**src/rtl/fft_out_serializer_pkg.sv**
```systemverilog
`default_nettype none
// ---------------------------------------------------------------------------
// fft_out_serializer_pkg: shared types for the FFT output pair serializer.
// Rev 1.0
// ---------------------------------------------------------------------------
package fft_out_serializer_pkg;

    localparam int DATA_W_DEFAULT = 32;

    typedef struct packed {
        logic [DATA_W_DEFAULT-1:0] re0;
        logic [DATA_W_DEFAULT-1:0] im0;
        logic [DATA_W_DEFAULT-1:0] re1;
        logic [DATA_W_DEFAULT-1:0] im1;
    } pair_t;

    typedef enum logic [0:0] {
        LANE0 = 1'b0,
        LANE1 = 1'b1
    } lane_e;

endpackage
`default_nettype wire

```
**src/rtl/fft_out_serializer_fifo.sv**
```systemverilog
`default_nettype none
// ---------------------------------------------------------------------------
// fft_pair_fifo: DEPTH-entry FIFO of packed sample pairs with occupancy count.
// Rev 1.0
// ---------------------------------------------------------------------------
module fft_pair_fifo #(
    parameter int DEPTH = 8,
    parameter int WIDTH = 128
) (
    input  logic                         clock,
    input  logic                         reset,
    input  logic                         push,
    input  logic                         pop,
    input  logic [WIDTH-1:0]             wr_data,
    output logic [WIDTH-1:0]             rd_data,
    output logic                         full,
    output logic                         empty,
    output logic [$clog2(DEPTH+1)-1:0]   count
);
    localparam int PTR_W = (DEPTH > 1) ? $clog2(DEPTH) : 1;
    localparam int CNT_W = $clog2(DEPTH + 1);

    logic [WIDTH-1:0] mem [DEPTH];
    logic [PTR_W-1:0] wr_ptr;
    logic [PTR_W-1:0] rd_ptr;
    logic [CNT_W-1:0] count_q;

    // Storage is not reset: the pointers and count alone define validity.
    always_ff @(posedge clock) begin
        if (push) begin
            mem[wr_ptr] <= wr_data;
        end
    end

    always_ff @(posedge clock or negedge reset) begin
        if (!reset) begin
            wr_ptr  <= '0;
            rd_ptr  <= '0;
            count_q <= '0;
        end else begin
            if (push) begin
                wr_ptr <= wr_ptr + PTR_W'(1);
            end
            if (pop) begin
                rd_ptr <= rd_ptr + PTR_W'(1);
            end
            case ({push, pop})
                2'b10:   count_q <= count_q + CNT_W'(1);
                2'b01:   count_q <= count_q - CNT_W'(1);
                default: count_q <= count_q;
            endcase
        end
    end

    assign rd_data = mem[rd_ptr];
    assign count   = count_q;
    assign empty   = (count_q == '0);
    assign full    = (count_q == CNT_W'(DEPTH));

endmodule
`default_nettype wire

```
**src/rtl/fft_out_serializer.sv**
```systemverilog
`default_nettype none
// ---------------------------------------------------------------------------
// fft_out_serializer: buffers Re/Im sample pairs and emits them one sample per beat.
// Rev 1.0
// ---------------------------------------------------------------------------
module fft_out_serializer
    import fft_out_serializer_pkg::*;
#(
    parameter int DATA_W    = DATA_W_DEFAULT,
    parameter int DEPTH     = 8,
    parameter int SKID      = 2,
    parameter int FRAME_LEN = 64
) (
    input  logic              clock,
    input  logic              reset,
    input  logic              io_in_valid,
    input  logic [DATA_W-1:0] io_in_data_0_Re,
    input  logic [DATA_W-1:0] io_in_data_0_Im,
    input  logic [DATA_W-1:0] io_in_data_1_Re,
    input  logic [DATA_W-1:0] io_in_data_1_Im,
    output logic              io_up_en,
    output logic              io_out_valid,
    input  logic              io_out_ready,
    output logic [DATA_W-1:0] io_out_data_Re,
    output logic [DATA_W-1:0] io_out_data_Im,
    output logic              io_out_last,
    output logic              io_overflow
);
    localparam int PAIR_W = 4 * DATA_W;
    localparam int CNT_W  = $clog2(DEPTH + 1);
    localparam int FCNT_W = $clog2(FRAME_LEN);
    localparam logic [CNT_W-1:0]  UP_LIMIT = CNT_W'(DEPTH - SKID);
    localparam logic [FCNT_W-1:0] LAST_IDX = FCNT_W'(FRAME_LEN - 1);

    lane_e              state;
    lane_e              state_next;
    logic [PAIR_W-1:0]  wr_pair;
    logic [PAIR_W-1:0]  rd_pair;
    logic               full;
    logic               empty;
    logic               push;
    logic               pop;
    logic               accept;
    logic               drop;
    logic [CNT_W-1:0]   count;
    logic [CNT_W-1:0]   count_next;
    logic [FCNT_W-1:0]  frame_cnt;
    logic               up_en_q;
    logic               overflow_q;

    assign wr_pair = {io_in_data_0_Re, io_in_data_0_Im, io_in_data_1_Re, io_in_data_1_Im};

    assign io_out_valid = ~empty;
    assign accept       = io_out_valid & io_out_ready;
    assign pop          = accept & (state == LANE1);
    // A full FIFO still takes a pair when the head leaves on the same edge.
    assign push         = io_in_valid & (~full | pop);
    assign drop         = io_in_valid & full & ~pop;
    assign count_next   = count + CNT_W'(push) - CNT_W'(pop);

    fft_pair_fifo #(
        .DEPTH (DEPTH),
        .WIDTH (PAIR_W)
    ) u_fifo (
        .clock   (clock),
        .reset   (reset),
        .push    (push),
        .pop     (pop),
        .wr_data (wr_pair),
        .rd_data (rd_pair),
        .full    (full),
        .empty   (empty),
        .count   (count)
    );

    always_ff @(posedge clock or negedge reset) begin
        if (!reset) begin
            state <= LANE0;
        end else begin
            state <= state_next;
        end
    end

    always_comb begin
        state_next     = state;
        io_out_data_Re = '0;
        io_out_data_Im = '0;
        if (accept) begin
            state_next = (state == LANE0) ? LANE1 : LANE0;
        end
        if (!empty) begin
            if (state == LANE0) begin
                io_out_data_Re = rd_pair[PAIR_W-1 -: DATA_W];
                io_out_data_Im = rd_pair[PAIR_W-DATA_W-1 -: DATA_W];
            end else begin
                io_out_data_Re = rd_pair[2*DATA_W-1 -: DATA_W];
                io_out_data_Im = rd_pair[DATA_W-1:0];
            end
        end
    end

    always_ff @(posedge clock or negedge reset) begin
        if (!reset) begin
            frame_cnt <= '0;
        end else if (accept) begin
            frame_cnt <= (frame_cnt == LAST_IDX) ? '0 : frame_cnt + FCNT_W'(1);
        end
    end

    // Upstream enable looks at the post-edge occupancy so SKID slots absorb in-flight pairs.
    always_ff @(posedge clock or negedge reset) begin
        if (!reset) begin
            up_en_q    <= 1'b0;
            overflow_q <= 1'b0;
        end else begin
            up_en_q <= (count_next <= UP_LIMIT);
            if (drop) begin
                overflow_q <= 1'b1;
            end
        end
    end

    assign io_out_last = io_out_valid & (frame_cnt == LAST_IDX);
    assign io_up_en    = up_en_q;
    assign io_overflow = overflow_q;

endmodule
`default_nettype wire

```
**config.mk**
```make
export PLATFORM = sky130hd
export DESIGN_NAME = fft_out_serializer
export DESIGN_NICKNAME = d
export VERILOG_FILES = /design/src/rtl/fft_out_serializer_pkg.sv /design/src/rtl/fft_out_serializer_fifo.sv /design/src/rtl/fft_out_serializer.sv
export SDC_FILE = /design/constraint.sdc
export NUM_CORES = 1
export LEC_CHECK = 0
export ABC_AREA = 0
export CORE_UTILIZATION = 64
export DETAILED_ROUTE_END_ITERATION = 16
export PLACE_DENSITY = 0.81
export SLEW_MARGIN = 20
export SYNTH_ARGS = -nofsm -noshare
export SYNTH_HDL_FRONTEND = slang
export SYNTH_SLANG_ARGS = --single-unit
```
**constraint.sdc**
```tcl
create_clock -name clock -period 44.1 [get_ports clock]
set_input_delay 8.82 -clock clock [delete_from_list [all_inputs] [get_ports clock]]
set_output_delay 8.82 -clock clock [all_outputs]
set_load 0.05 [all_outputs]
```
After elaboration in Yosys (flattened, before gate mapping)
Memories as Yosys holds them, arrays and structs flattened.
Cells that the tools add are included.
{ "word_totals": {"inputBits": 132, "wordCells": 41, "output_inout_bits": 68, "ramBits": 1024, "memories": 1, "register_bits": 19, "latchBits": 0, "mem_bits_ro": 0} }
{ "classes": {"shift": 0, "n_mul": 0, "n_div": 0, "add_sub_neg": 7, "magnitude_cmp": 1, "bitwise_logic": 10, "reduce_logical": 2, "eq_ne": 4, "n_mux": 9} }
{ "mem_list": {"columns": ["name", "words", "word_bits", "read_ports", "rd_clocked_by_memory_dff", "write_ports", "line_no", "rtl"], "rows": [
  ["u_fifo.mem", 8, 128, 1, 0, 1, "fft_out_serializer_fifo.sv:23", "logic [WIDTH-1:0] mem [DEPTH];"]
]} }
{ "op_table": {"columns": ["operator", "count"], "rows": [
  ["2-to-1 mux 32 bit", 4],
  ["one-hot mux 4 bit (2 select lines)", 1],
  ["adder 3 x 1 -> 3 bit (second input constant)", 2],
  ["adder 6 x 1 -> 6 bit (second input constant)", 1],
  ["AND 1 bit", 6],
  ["== test 6 bit (second input constant)", 1],
  ["2-to-1 mux 6 bit", 1],
  ["adder 4 x 1 -> 4 bit", 1],
  ["adder 4 x 1 -> 4 bit (second input constant)", 1],
  ["== test 4 bit (second input constant)", 1],
  ["<= comparator 4 x 3 -> 1 bit (second input constant)", 1],
  ["zero test 4 bit", 1],
  ["subtractor 4 x 1 -> 4 bit", 1],
  ["subtractor 4 x 1 -> 4 bit (second input constant)", 1],
  ["2-to-1 mux 1 bit", 3],
  ["NOT 1 bit", 3],
  ["== test 2 x 1 -> 1 bit (second input constant)", 1],
  ["== test 2 bit (second input constant)", 1],
  ["nonzero test 2 bit", 1],
  ["OR 1 bit", 1]
]} }

Logic depth before layout (Yosys ltp)
{ "logic_depth": {"word_depth": 9, "ltp_mapped": 15} }

Modules after synthesis
Synthesis repeated with hierarchy kept, for this count alone.
{ "unflattened": {"cells_unflattened": 1735, "area_unflattened_um2": 40555.1} }
{ "modules_own_cells": {"columns": ["mod", "instances", "cells_per_inst", "area_per_inst_um2"], "rows": [
  ["fft_pair_fifo", 1, 1534, 38999.9],
  ["fft_out_serializer", 1, 201, 1555.2]
]} }

Worst setup path before layout
No wires, ideal clock.
{ "synth_path": {"path_type": "in2reg", "startpoint": "input io_out_ready", "endpoint": "memory u_fifo.mem[1][0] (enable)", "setup_ps": 974, "path_slack_ps": 20933, "cell_stages": 4, "path_buffers": 0, "arrival_time_ps": 22192, "required_time_ps": 43126, "cell_sequence": "nand3b_1 > nand3_1 > nand2_1 > nor4b_1"} }
{ "synth_via": {"elab_chain_len": 6} }
{ "synth_rtl": {"columns": ["item", "line_no", "rtl"], "rows": [
  ["start: declaration", "fft_out_serializer.sv:23", "input logic io_out_ready,"],
  ["AND 1 bit", "fft_out_serializer.sv:54", "assign accept = io_out_valid & io_out_ready;"],
  ["AND 1 bit", "fft_out_serializer.sv:55", "assign pop = accept & (state == LANE1);"],
  ["OR 1 bit", "fft_out_serializer.sv:57", "assign push = io_in_valid & (~full | pop);"],
  ["AND 1 bit", "fft_out_serializer.sv:57", null],
  ["2-to-1 mux 1 bit", "fft_out_serializer_fifo.sv:30", "if (push) begin"],
  ["2-to-1 mux 1 bit (not written as such)", "fft_out_serializer_fifo.sv:31", "mem[wr_ptr] <= wr_data;"],
  ["end: declaration", "fft_out_serializer_fifo.sv:23", null]
]} }
No other way between the ends.

Worst setup path in the final report
{ "layout_path": {"startpoint": "register u_fifo.rd_ptr[0]", "endpoint": "output io_out_data_Re[16]"} }
{ "layout_via": {"elab_chain_len": 3} }
{ "layout_rtl": {"columns": ["item", "line_no", "rtl"], "rows": [
  ["start: declaration", "fft_out_serializer_fifo.sv:25", "logic [PTR_W-1:0] rd_ptr;"],
  ["start signal: assignment", "fft_out_serializer_fifo.sv:45", "rd_ptr <= rd_ptr + PTR_W'(1);"],
  ["memory read (8 x 128 bit)", null, null],
  ["2-to-1 mux 32 bit", "fft_out_serializer.sv:92", "if (state == LANE0) begin"],
  ["2-to-1 mux 32 bit", "fft_out_serializer.sv:91", "if (!empty) begin"],
  ["end: declaration", "fft_out_serializer.sv:24", "output logic [DATA_W-1:0] io_out_data_Re,"]
]} }
No other way between the ends.

==> metrics.cfg <==
[floorplanning]
die_y_um = 250
io_pins = 200
fp.dieArea_um2 = 62600
initial_core_util = 0.651
core_area_um2 = 60600
die_w_um = 250
rows = 90

[logic_synthesis]
syn_area_um2 = 39500
synth-simple-area-share = 0.00790
synthAdderAreaFrac = 0.00482
synth_warnings = 0
synth_xor_area_frac = 0.00244
syn_avg_cell_area_um2 = 24.2
syn_inst = 1631
synth-compound-area-share = 0.0324
seq_area_frac_synth = 0.791
synth-seq-cells = 1043
yosysUniqueCellTypes = 41
synthesis.nets = 1777
synth_top_family_by_area = multiplexers
synth.area.mux_share = 0.147

[routing]
dr.first_iter.drc_count = 1738
drtPass1Iterations = 5
drt_drc_violations_left = 0
num_vias = 18300
drt-vias-per-instance = 6.68
antenna_left = 0
routed_wl_um = 82400
wire_per_inst_um = 30.0

[worst_setup_path]
critPathCaptureType = primary output
cp_slowest_stage_delay_ps = 940
rrSetupSlack_ps = 39620
crit_arrival_ps = 5120
critPathLaunchType = register
crit_type = register to primary output
cp_common_cell = buf_4
cpMaxStageDelayCell = dfrtp_4
path_cells = buf_4 > buf_4 > buf_16 > mux4_2 > a22o_1 > a221o_1 > clkdlybuf4s50_1
crit_required_ps = 35280
critPathMaxFanout = 51

[clock_network]
numCtsBuffers = 98
cts_tree = done
clock-root-buffer = clkbuf_16
cts-resized-gates = 0
postCtsSetupBuffers = 0
h-tree-depth = 3
clock-sinks = 1043
cts_max_path_buffers = 3
clk_pin_slew_worst_paths_ps = 60
clk_latency_ps = 640
cts_hold_buf = 0

[timing]
skew_ps = 14.4
timing.final.crit_share = 0.316
max_freq_mhz = 71.7
slew_viol_final = 0
hold_viol = 0
rsz0062_at_grt = no
setup_viol = 0
min_period_ps = 13940
worst_pin_slew_ps = 1100
slew_headroom = 0.269
fin_setup_tns_ps = 0

[finish]
utilization = 0.750
final_layout_size_suffix_gt1_frac = 0.224
area_growth_pct = 15.1
final_nets = 2024

[grt]
grt-ovfl-total = 0
grt_max_degree = 161
antenna_found_initial = 15
grt_pass1_vias = 19400
grt_usage = 0.271
grt_pass1_wl_um = 123000

[placed_design]
gp_congestion = 0.748
hpwl_um = 42300
io_buffer_count = 199

[pwr]
leakage_nw = 14.4
p_total_w = 0.00328
power_density_nw_per_um2 = 72.2
peakVddDrop_mv = 0.0614

[status]
status = completed

[flow_run]
drv_cap = 0

[hold_path]
hold_class = register to register

[layout by cell type (no fill, tap or decap), types with 2 or more instances in the layout]
| cell type | instances |
|---|---|
| or3_1 | 2 |
| mux4_2 | 254 |
| inv_1 | 15 |
| edfxtp_1 | 1024 |
| a21oi_1 | 4 |
| nand4_1 | 3 |
| o21ai_0 | 8 |
| dfrtp_1 | 17 |
| nor3_2 | 2 |
| a22o_1 | 63 |
| xor2_1 | 3 |
| nand3b_1 | 3 |
| mux2i_1 | 4 |
| ha_1 | 12 |
| nand2_1 | 18 |
| bufinv_16 | 6 |
| clkinv_2 | 13 |
| a221o_1 | 63 |
| clkinvlp_4 | 3 |
| clkbuf_1 | 29 |
| clkinv_1 | 20 |
| fa_1 | 2 |
| diode_2 | 6 |
| nand3_1 | 7 |
| buf_4 | 32 |
| buf_16 | 2 |
| xnor2_1 | 8 |
| dfrtp_4 | 2 |
| nor2_4 | 2 |
| buf_12 | 2 |
| clkdlybuf4s50_1 | 199 |
| mux2_2 | 3 |
| nor2_1 | 3 |
| nor3b_2 | 3 |
| clkinv_4 | 3 |
| clkbuf_16 | 102 |
[cells in the mapped netlist (all sizes together)]
library cell / count / area [um2]
nand2: 18 / 67.6
mux2: 3 / 33.8
a21o: 1 / 7.51
ha: 12 / 150
o21bai: 1 / 7.51
a221o: 63 / 631
o31ai: 1 / 7.51
nand3b: 3 / 22.5
or3: 2 / 12.5
nor2: 5 / 18.8
nor3: 4 / 25.0
clkbuf: 35 / 131
mux2i: 4 / 40.0
nor4b: 2 / 17.5
a21oi: 4 / 20.0
xnor2: 8 / 70.1
o21ai: 8 / 40.0
nand4b: 1 / 8.76
fa: 2 / 40.0
mux4: 254 / 5720
nand4: 3 / 18.8
and3: 2 / 17.5
a31oi: 1 / 6.26
a22o: 63 / 552
xor2: 3 / 26.3
nand3: 7 / 35.0
and2: 1 / 6.26
o311ai: 1 / 8.76
edfxtp: 1024 / 30700
dfrtp: 19 / 475
nor4: 2 / 12.5
nor3b: 5 / 48.8
buf: 53 / 363
inv: 16 / 60.1
[stage by stage]
step                hold WS (ps)  setup WS [ps]  cells  cell area [um2]
floorplan                    439          20930   1631            39500
global placement             455          30460   2558            42300
detailed placement           457          30410   2558            42300
CTS                          469          29710   2736            45300
global route                 497          29720   2743            45400
finish                       472          30160   2744            45400
[layer usage]
metal,up-vias,part of all wire,GRT usage
met2,879,0.52,0.451
met5,-,0.0014,0
met3,173,0.079,0.0527
li1,7596,-,-
met1,9676,0.37,0.361
met4,18,0.028,0.103
[critical path: cells and delay by family, from the launching register on]
kind                   cells  cell delay, ps
buffers and inverters      4            2410
AO/OA/AOI/OAI              2             570
multiplexers               1             550
flip-flops                 1             940
[worst paths after layout]
check                           cells past startpoint              from                 end
worst min register to register                      1      frame_cnt[4]        frame_cnt[4]
worst max register to register                     10   u_fifo.count[2]  u_fifo.mem[7][117]
worst min-delay path                                1      frame_cnt[4]        frame_cnt[4]
worst max-delay path                                7  u_fifo.rd_ptr[0]  io_out_data_Re[16]
max in group asynchronous                           1             reset    u_fifo.rd_ptr[0]
min in group asynchronous                           1             reset            io_up_en
[flip-flops by register name, summed over array words and instances, names as in the netlist]
| signal | count |
|---|---|
| u_fifo.mem | 1024 |
| state | 1 |
| io_up_en | 1 |
| io_overflow | 1 |
| u_fifo.wr_ptr | 3 |
| u_fifo.count | 4 |
| u_fifo.rd_ptr | 3 |
| frame_cnt | 6 |
[final cells by class]
class / instances / area, um2
repair buffers: 235 / 2330
fillers: 3154 / 15200
inverters: 16 / 60.1
clock buffers: 132 / 2680
flip-flops and latches: 1043 / 31200
clock inverters: 46 / 385
multi-input cells: 484 / 7750
well taps: 782 / 978
diodes: 6 / 15.0
[kinds of logic after synthesis]
group / after synthesis
compound gates: 143
flops: 1043
fa+ha+maj: 14
buf+inv: 104
mux: 261
simple gates: 55
xor+xnor: 11
[power by group]
part,switching (W),internal [W],total [W]
clock network,0.000343,0.000460,0.000802
logic,0.000694,0.000474,0.00117
registers,0.0000619,0.00125,0.00131
Note: power is estimated with default switching activity, not from simulation.
